[src/rtl/mem_arbiter.sv]
// Arbiter sharing one single-port synchronous memory between instruction fetch and data ports.
// Data wins ties; a run counter forces a fetch grant after MAX_DATA_RUN back-to-back data grants.
module mem_arbiter #(
  parameter int unsigned ADDR_W       = 32,
  parameter int unsigned DATA_W       = 32,
  parameter int unsigned RD_LAT       = 1,
  parameter int unsigned MAX_DATA_RUN = 4
) (
  input  logic                clk,
  input  logic                reset,
  input  logic                if_req,
  input  logic [ADDR_W-1:0]   if_addr,
  output logic                if_gnt,
  output logic                if_ready,
  output logic [DATA_W-1:0]   if_rdata,
  input  logic                d_req,
  input  logic [ADDR_W-1:0]   d_addr,
  input  logic [DATA_W-1:0]   d_wdata,
  input  logic [DATA_W/8-1:0] d_writeb,
  output logic                d_gnt,
  output logic                d_ready,
  output logic [DATA_W-1:0]   d_rdata,
  output logic [ADDR_W-1:0]   mem_addr,
  output logic                mem_read,
  output logic [DATA_W/8-1:0] mem_writeb,
  output logic [DATA_W-1:0]   mem_wdata,
  input  logic [DATA_W-1:0]   mem_rdata,
  output logic                busy
);

  localparam int unsigned BE_W = DATA_W / 8;

  typedef enum logic [1:0] {StIdle, StIssue, StWait} state_e;

  state_e            state_q;
  logic [3:0]        run_q;
  logic [2:0]        cnt_q;
  logic              owner_data_q;
  logic              write_q;
  logic              ready_q;
  logic              mem_read_q;
  logic [BE_W-1:0]   mem_writeb_q;
  logic [ADDR_W-1:0] mem_addr_q;
  logic [DATA_W-1:0] mem_wdata_q;

  logic idle;
  logic data_pick;
  logic d_write;

  // Arbitration: grants only in IDLE and never while reset is asserted.
  always_comb begin
    idle      = (state_q == StIdle) && !reset;
    data_pick = d_req && (!if_req || (run_q != 4'(MAX_DATA_RUN)));
    d_write   = |d_writeb;
    d_gnt     = idle && data_pick;
    if_gnt    = idle && if_req && !data_pick;
  end

  // Controller: latch the granted request, issue it, count read latency, flag completion.
  always_ff @(posedge clk) begin
    if (reset) begin
      state_q      <= StIdle;
      run_q        <= 4'd0;
      cnt_q        <= 3'd0;
      owner_data_q <= 1'b0;
      write_q      <= 1'b0;
      ready_q      <= 1'b0;
      mem_read_q   <= 1'b0;
      mem_writeb_q <= '0;
      mem_addr_q   <= '0;
      mem_wdata_q  <= '0;
    end else begin
      ready_q      <= 1'b0;
      mem_read_q   <= 1'b0;
      mem_writeb_q <= '0;
      unique case (state_q)
        StIdle: begin
          if (d_gnt) begin
            state_q      <= StIssue;
            owner_data_q <= 1'b1;
            write_q      <= d_write;
            mem_addr_q   <= d_addr;
            mem_wdata_q  <= d_wdata;
            mem_read_q   <= !d_write;
            mem_writeb_q <= d_writeb;
            // Count data grants that starve a waiting fetch, saturating at 15.
            if (if_req) run_q <= (run_q == 4'hf) ? run_q : run_q + 4'd1;
            else        run_q <= 4'd0;
          end else if (if_gnt) begin
            state_q      <= StIssue;
            owner_data_q <= 1'b0;
            write_q      <= 1'b0;
            mem_addr_q   <= if_addr;
            mem_read_q   <= 1'b1;
            run_q        <= 4'd0;
          end
        end
        StIssue: begin
          if (write_q || (RD_LAT == 1)) begin
            state_q <= StIdle;
            ready_q <= 1'b1;
          end else begin
            state_q <= StWait;
            cnt_q   <= 3'(RD_LAT - 1);
          end
        end
        StWait: begin
          cnt_q <= cnt_q - 3'd1;
          if (cnt_q == 3'd1) begin
            state_q <= StIdle;
            ready_q <= 1'b1;
          end
        end
        default: state_q <= StIdle;
      endcase
    end
  end

  // Outputs: memory strobes and ready pulses are suppressed in a reset cycle.
  always_comb begin
    mem_addr   = mem_addr_q;
    mem_wdata  = mem_wdata_q;
    mem_read   = mem_read_q && !reset;
    mem_writeb = mem_writeb_q & {BE_W{!reset}};
    busy       = (state_q != StIdle);
    if_ready   = ready_q && !owner_data_q && !reset;
    d_ready    = ready_q && owner_data_q && !reset;
    if_rdata   = if_ready ? mem_rdata : '0;
    d_rdata    = d_ready ? mem_rdata : '0;
  end

endmodule

[config.mk]
export PLATFORM = sky130hd
export DESIGN_NAME = mem_arbiter
export DESIGN_NICKNAME = d
export VERILOG_FILES = /design/src/rtl/mem_arbiter.sv
export SDC_FILE = /design/constraint.sdc
export NUM_CORES = 1
export LEC_CHECK = 0
export CORE_MARGIN = 2
export CORE_UTILIZATION = 31
export CTS_CLUSTER_SIZE = 28
export DETAILED_ROUTE_END_ITERATION = 10
export GPL_TIMING_DRIVEN = 0
export HOLD_SLACK_MARGIN = 0.05
export PLACE_DENSITY = 0.83
export SLEW_MARGIN = 25
export SYNTH_ARGS = -nofsm -noshare
export SYNTH_HDL_FRONTEND = slang
export SYNTH_SLANG_ARGS = --single-unit
[constraint.sdc]
create_clock -name clk -period 2.6 [get_ports clk]
set_clock_uncertainty 0.2 [all_clocks]
set_input_delay 0.78 -clock clk [delete_from_list [all_inputs] [get_ports clk]]
set_output_delay 0.78 -clock clk [all_outputs]
set_load 0.05 [all_outputs]
* Word level (Yosys, flattened, before mapping)
Index checks and enable logic that the tools add are counted.
** Word-level totals
- Register bits :: 80
- Input bits :: 136
- Output and inout port bits :: 138
- Logic and storage cells :: 66
** Cells by class
- Add/subtract/negate cells :: 2
- Eq/ne operators :: 8
- Muxes and demuxes :: 18
- Bitwise operators :: 3
- Reduce and logical (&&, ||, !) cells :: 26
** Operators by type and width (count)
- $mux W32 :: 4
- $mux W4 :: 4
- $logic_and A1 B1 Y1 :: 10
- $mux W2 :: 3
- $ne A3 B3 Y1 const B :: 2
- $reduce_and A2 Y1 :: 3
- $logic_not A1 Y1 :: 5
- $mux W1 :: 5
- $add A4 B1 Y4 const B :: 1
- $and A4 B4 Y4 :: 1
- $eq A4 B4 Y1 const B :: 1
- $ne A4 B3 Y1 const B :: 1
- $pmux W2 S2 :: 1
- $reduce_bool A2 Y1 :: 2
- $reduce_or A4 Y1 :: 1
- $eq A3 B1 Y1 const B :: 1
- $reduce_and A3 Y1 :: 1
- $reduce_or A3 Y1 :: 1
- $sub A3 B1 Y3 const B :: 1
- $eq A2 B1 Y1 const B :: 1
- $eq A2 B2 Y1 const B :: 1
- $logic_not A2 Y1 :: 1
- $ne A2 B2 Y1 const B :: 1
- $not A1 Y1 :: 2
- 3 further kinds :: 3

* Longest topological paths before layout
- Depth in word-level cells :: 8
- Depth in mapped cells :: 7
- Gate-level depth less buffers :: 6

* Least setup slack after synthesis
No wires, ideal clock.
- Path type :: input to output
- Start point :: in reset
- End point :: out if_rdata[22]
- Arrival time :: 2.430 ns
- Data required time :: 1.620 ns
- Path slack :: -0.810 ns
- Cell stages on the path :: 4
- Path buffers :: 2
- Path through :: buf_2 nor3b_1 clkbuf_1 and2_1
** On the way
- Longest elaborated chain between the ends :: 3
** RTL lines
- start, declared :: RTL line 10 : input logic reset,
- $logic_not A1 Y1 :: RTL line 126 : if_ready = ready_q && !owner_data_q && !reset;
- $logic_and A1 B1 Y1 :: RTL line 126
- via if_ready :: RTL line 14 : output logic if_ready,
- $mux W32 :: RTL line 128 : if_rdata = if_ready ? mem_rdata : '0;
- end, declared :: RTL line 15 : output logic [DATA_W-1:0] if_rdata,
The timed path passes the listed nets, and every way through them passes these cells.

* Final worst setup path
- Start point :: in reset
- End point :: out d_gnt
** On the way
- Longest elaborated chain between the ends :: 3
** RTL lines
- $logic_not A1 Y1 :: RTL line 52 : idle = (state_q == StIdle) && !reset;
- $logic_and A1 B1 Y1 :: RTL line 52
- $logic_and A1 B1 Y1 :: RTL line 55 : d_gnt = idle && data_pick;
- end, declared :: RTL line 20 : output logic d_gnt,
Every way passes these cells.

==> flow_summary_export.csv <==
group,metric,value,unit
route,vias,4587,
outcome,violations,"setup timing",
grt,antenna_found_initial,0,
timing,whs,0.273,ns
timing,hold_violations,0,
worst_hold_path,hp-class,"register to register",
final_layout,finish.utilization,65.4,%
timing,setup_viol,60,
route,vias_per_cell,5.23,
logic_synthesis,ys_async_sr_fraction,0,%
setup_path,r2r_slack,0.24,ns
final_layout,syn_to_final_growth,107,%
place,dp_slack,-1.41,ns
pwr,p_leak,0.00314,µW
final_layout,nets,863,
grt,grt_pass1_wl,25200,µm
floorplan,fp.dieW,114,µm
pwr,switching_power,1140,µW
clock_tree,clockBufferDepth,2,
clock_tree,cts_hold_buf,0,
final_layout,seq_area,0.00152,mm²
final_layout,multi_input_area,0.00212,mm²
setup_path,path_max_fanout,5,
timing,tightest_slew,0.733,ns
flow_run,maxCapViolations,0,
pwr,ir_drop,0.467,mV
timing,rsz0062_at_grt,"yes",
logic_synthesis,synth_flop_cell,"dfxtp_1",
grt,grt_remaining_overflow,0,
setup_path,arrival,1.78,ns
route,ant_nets,0,
setup_path,cp_slowest_stage_delay,0.39,ns
clock_tree,clock_sinks,76,
grt,grt_pass1_vias,4841,
setup_path,slowest_stage,"or3b_4",
floorplan,num_rows,40,
logic_synthesis,synth-edff-count,0,
route,totalWireLength,16700,µm
setup_path,critPathKind,"input port to output pin",
floorplan,die_area,0.0131,mm²
clock_tree,numCtsBuffers,9,
grt,grt_max_degree,14,
pwr,p_int,2590,µW
logic_synthesis,synth_cells,426,
route,wl_per_cell,19.1,µm
floorplan,die_h,114,µm
timing,relSlewSlack,50.5,%
logic_synthesis,yosysWarnings,0,
clock_tree,cts.htree.levels,3,
route,dr.pass1.iters,5,
route,drt_iter0_markers,263,
route,post-route-drc-count,0,
setup_path,crit_buf_inv,3,
timing,layout_min_cycle_time,2.76,ns
timing,fin_ws,-0.160,ns
setup_path,cp.required,1.62,ns
place,place_congestion,0.864,
timing,fmax,362,MHz
pwr,netSwitchingFraction,30.6,%
logic_synthesis,ys_seq_elements,76,
clock_tree,tritoncts,"built",
final_layout,fillerInstances,921,
logic_synthesis,synth_fp_nets,564,
logic_synthesis,avgSynthCellArea,8.86,µm²
floorplan,start_util,31.5,%
place,dp_hpwl,11800,µm
setup_path,cp-end-kind,"output pin",
pwr,power_density,478,mW/mm²
place,portBuffers,272,
logic_synthesis,synth_cell_type_count,35,
final_layout,drive_gt1_share,29.3,%
final_layout,layout_common_cells,"clkdlybuf4s50_1 (196), dfxtp_1 (74), buf_8 (63)",
logic_synthesis,synth_area,0.00377,mm²
logic_synthesis,seq_area_frac_synth,40.3,%
final_layout,layout_commonest_cell,"clkdlybuf4s50_1",
floorplan,io_pins,274,
outcome,status,"finished with violations",
setup_path,startpoint_type,"input port",
pwr,p_clk_share,35.8,%
timing,fin_crit_sh,106,%
setup_path,crit_family,"simple AND/OR/NAND/NOR gates",
clock_tree,clkLatencyLatePin,0.33,ns
floorplan,core-area,0.0120,mm²
setup_path,crit_chain,"buf_12 > or3b_4 > or2_4 > inv_8 > buf_8",
clock_tree,clk_pin_slew_worst_paths,0.06,ns
pwr,p_total,3740,µW
pwr,p_seq_share,34.8,%
grt,grt_usage,24.7,%
pwr,p_comb_share,29.4,%
timing,drv_slew,0,
clock_tree,clockRootBuffer,"clkbuf_16",
final_layout,diodes,0,
-- stage by stage --
| step | std cells | setup TNS, ns | area (µm²) |
|---|---|---|---|
| detailed placement | 845 | -77.60 | 6960 |
| finish | 877 | -5.59 | 7820 |
| CTS | 878 | -4.78 | 7810 |
| floorplan | 426 | -1.44 | 4050 |
| global route | 877 | -8.20 | 7820 |
| global placement | 845 | -72.64 | 6960 |
-- repair_timing --
| item | in CTS | in global routing |
|---|---|---|
| setup endpoints to repair | 82 | 65 |
| buffers inserted | 11 | 2 |
| cloned | 7 | 2 |
| resized for setup | 577 | 20 |
| pin swaps | 17 | 6 |
-- worst register-to-register path: stages (launching register included) --
cell,delay [ns]
dfxtp_2,0.36
inv_1,0.08
ha_1,0.22
nand3b_1,0.22
a21oi_4,0.11
buf_4,0.14
buf_4,0.12
buf_4,0.15
buf_2,0.18
a2111oi_0,0.44
-- path summary, 6_finish.rpt --
check                                  start                         end  cells past startpoint
hold reg to reg   mem_wdata[21]$_SDFFE_PP0P_  mem_wdata[21]$_SDFFE_PP0P_                      1
setup reg to reg       run_q[0]$_SDFFE_PP0P_   mem_addr[10]$_SDFFE_PP0P_                      9
setup / recovery                       reset                       d_gnt                      5
hold / removal    mem_wdata[21]$_SDFFE_PP0P_  mem_wdata[21]$_SDFFE_PP0P_                      1
-- cell usage after synthesis (all sizes together), types with 2 or more instances --
cell	count	share of area (%)
nand2	11	1.1
or2	2	0.33
nand3	12	1.6
ha	2	0.66
a21oi	25	3.4
nor3b	33	6.6
nor2b	8	1.3
buf	22	3.6
and3	2	0.33
o211ai	2	0.40
mux2i	2	0.53
and2	69	11
inv	29	2.9
a2111oi	24	5.6
a311oi	8	3.2
nand4	2	0.33
a31o	33	7.7
clkbuf	21	2.1
dfxtp	76	40
nor3	32	4.2
or3b	2	0.46
-- flip-flops by register name, indices dropped and copies added, names as in the netlist --
signal        flops
mem_addr         32
owner_data_q      1
mem_writeb_q      4
state_q           1
run_q             4
mem_read_q        1
mem_wdata        32
ready_q           1
-- power groups by stage --
stage / Combinational (µW) / Sequential [µW] / Clock [µW]
after floorplan: 301 / 1590 / 0
after global placement: 1020 / 1320 / 0
after detailed placement: 1040 / 1320 / 0
after CTS: 1100 / 1300 / 1370
after global routing: 1150 / 1310 / 1420
final: 1100 / 1300 / 1340
-- logic make-up after synthesis --
kind of cell	share of synthesized area, %
compound gates	21.1
fa+ha+maj	0.663
buf+inv	8.62
flops	40.3
mux	0.531
simple gates	28.8
-- routing by layer --
layer | vias up | part of all wire, % | global-route usage (%)
met4 | 0 | 4.1 | 10.7
met3 | 50 | 6.9 | 5.98
met5 | - | 0 | 0
li1 | 2127 | - | -
met1 | 2167 | 38 | 27.2
met2 | 243 | 51 | 45.0
-- layout make-up --
cell class,count,area share (%)
tap,147,2.35
buffer,38,3.78
timing repair buffer,292,41.6
sequential,76,19.5
multi-input combinational,279,27.2
clock buffer,11,2.98
inverter,29,1.55
clock inverter,5,1.09
(Power assumes the default switching activity.)
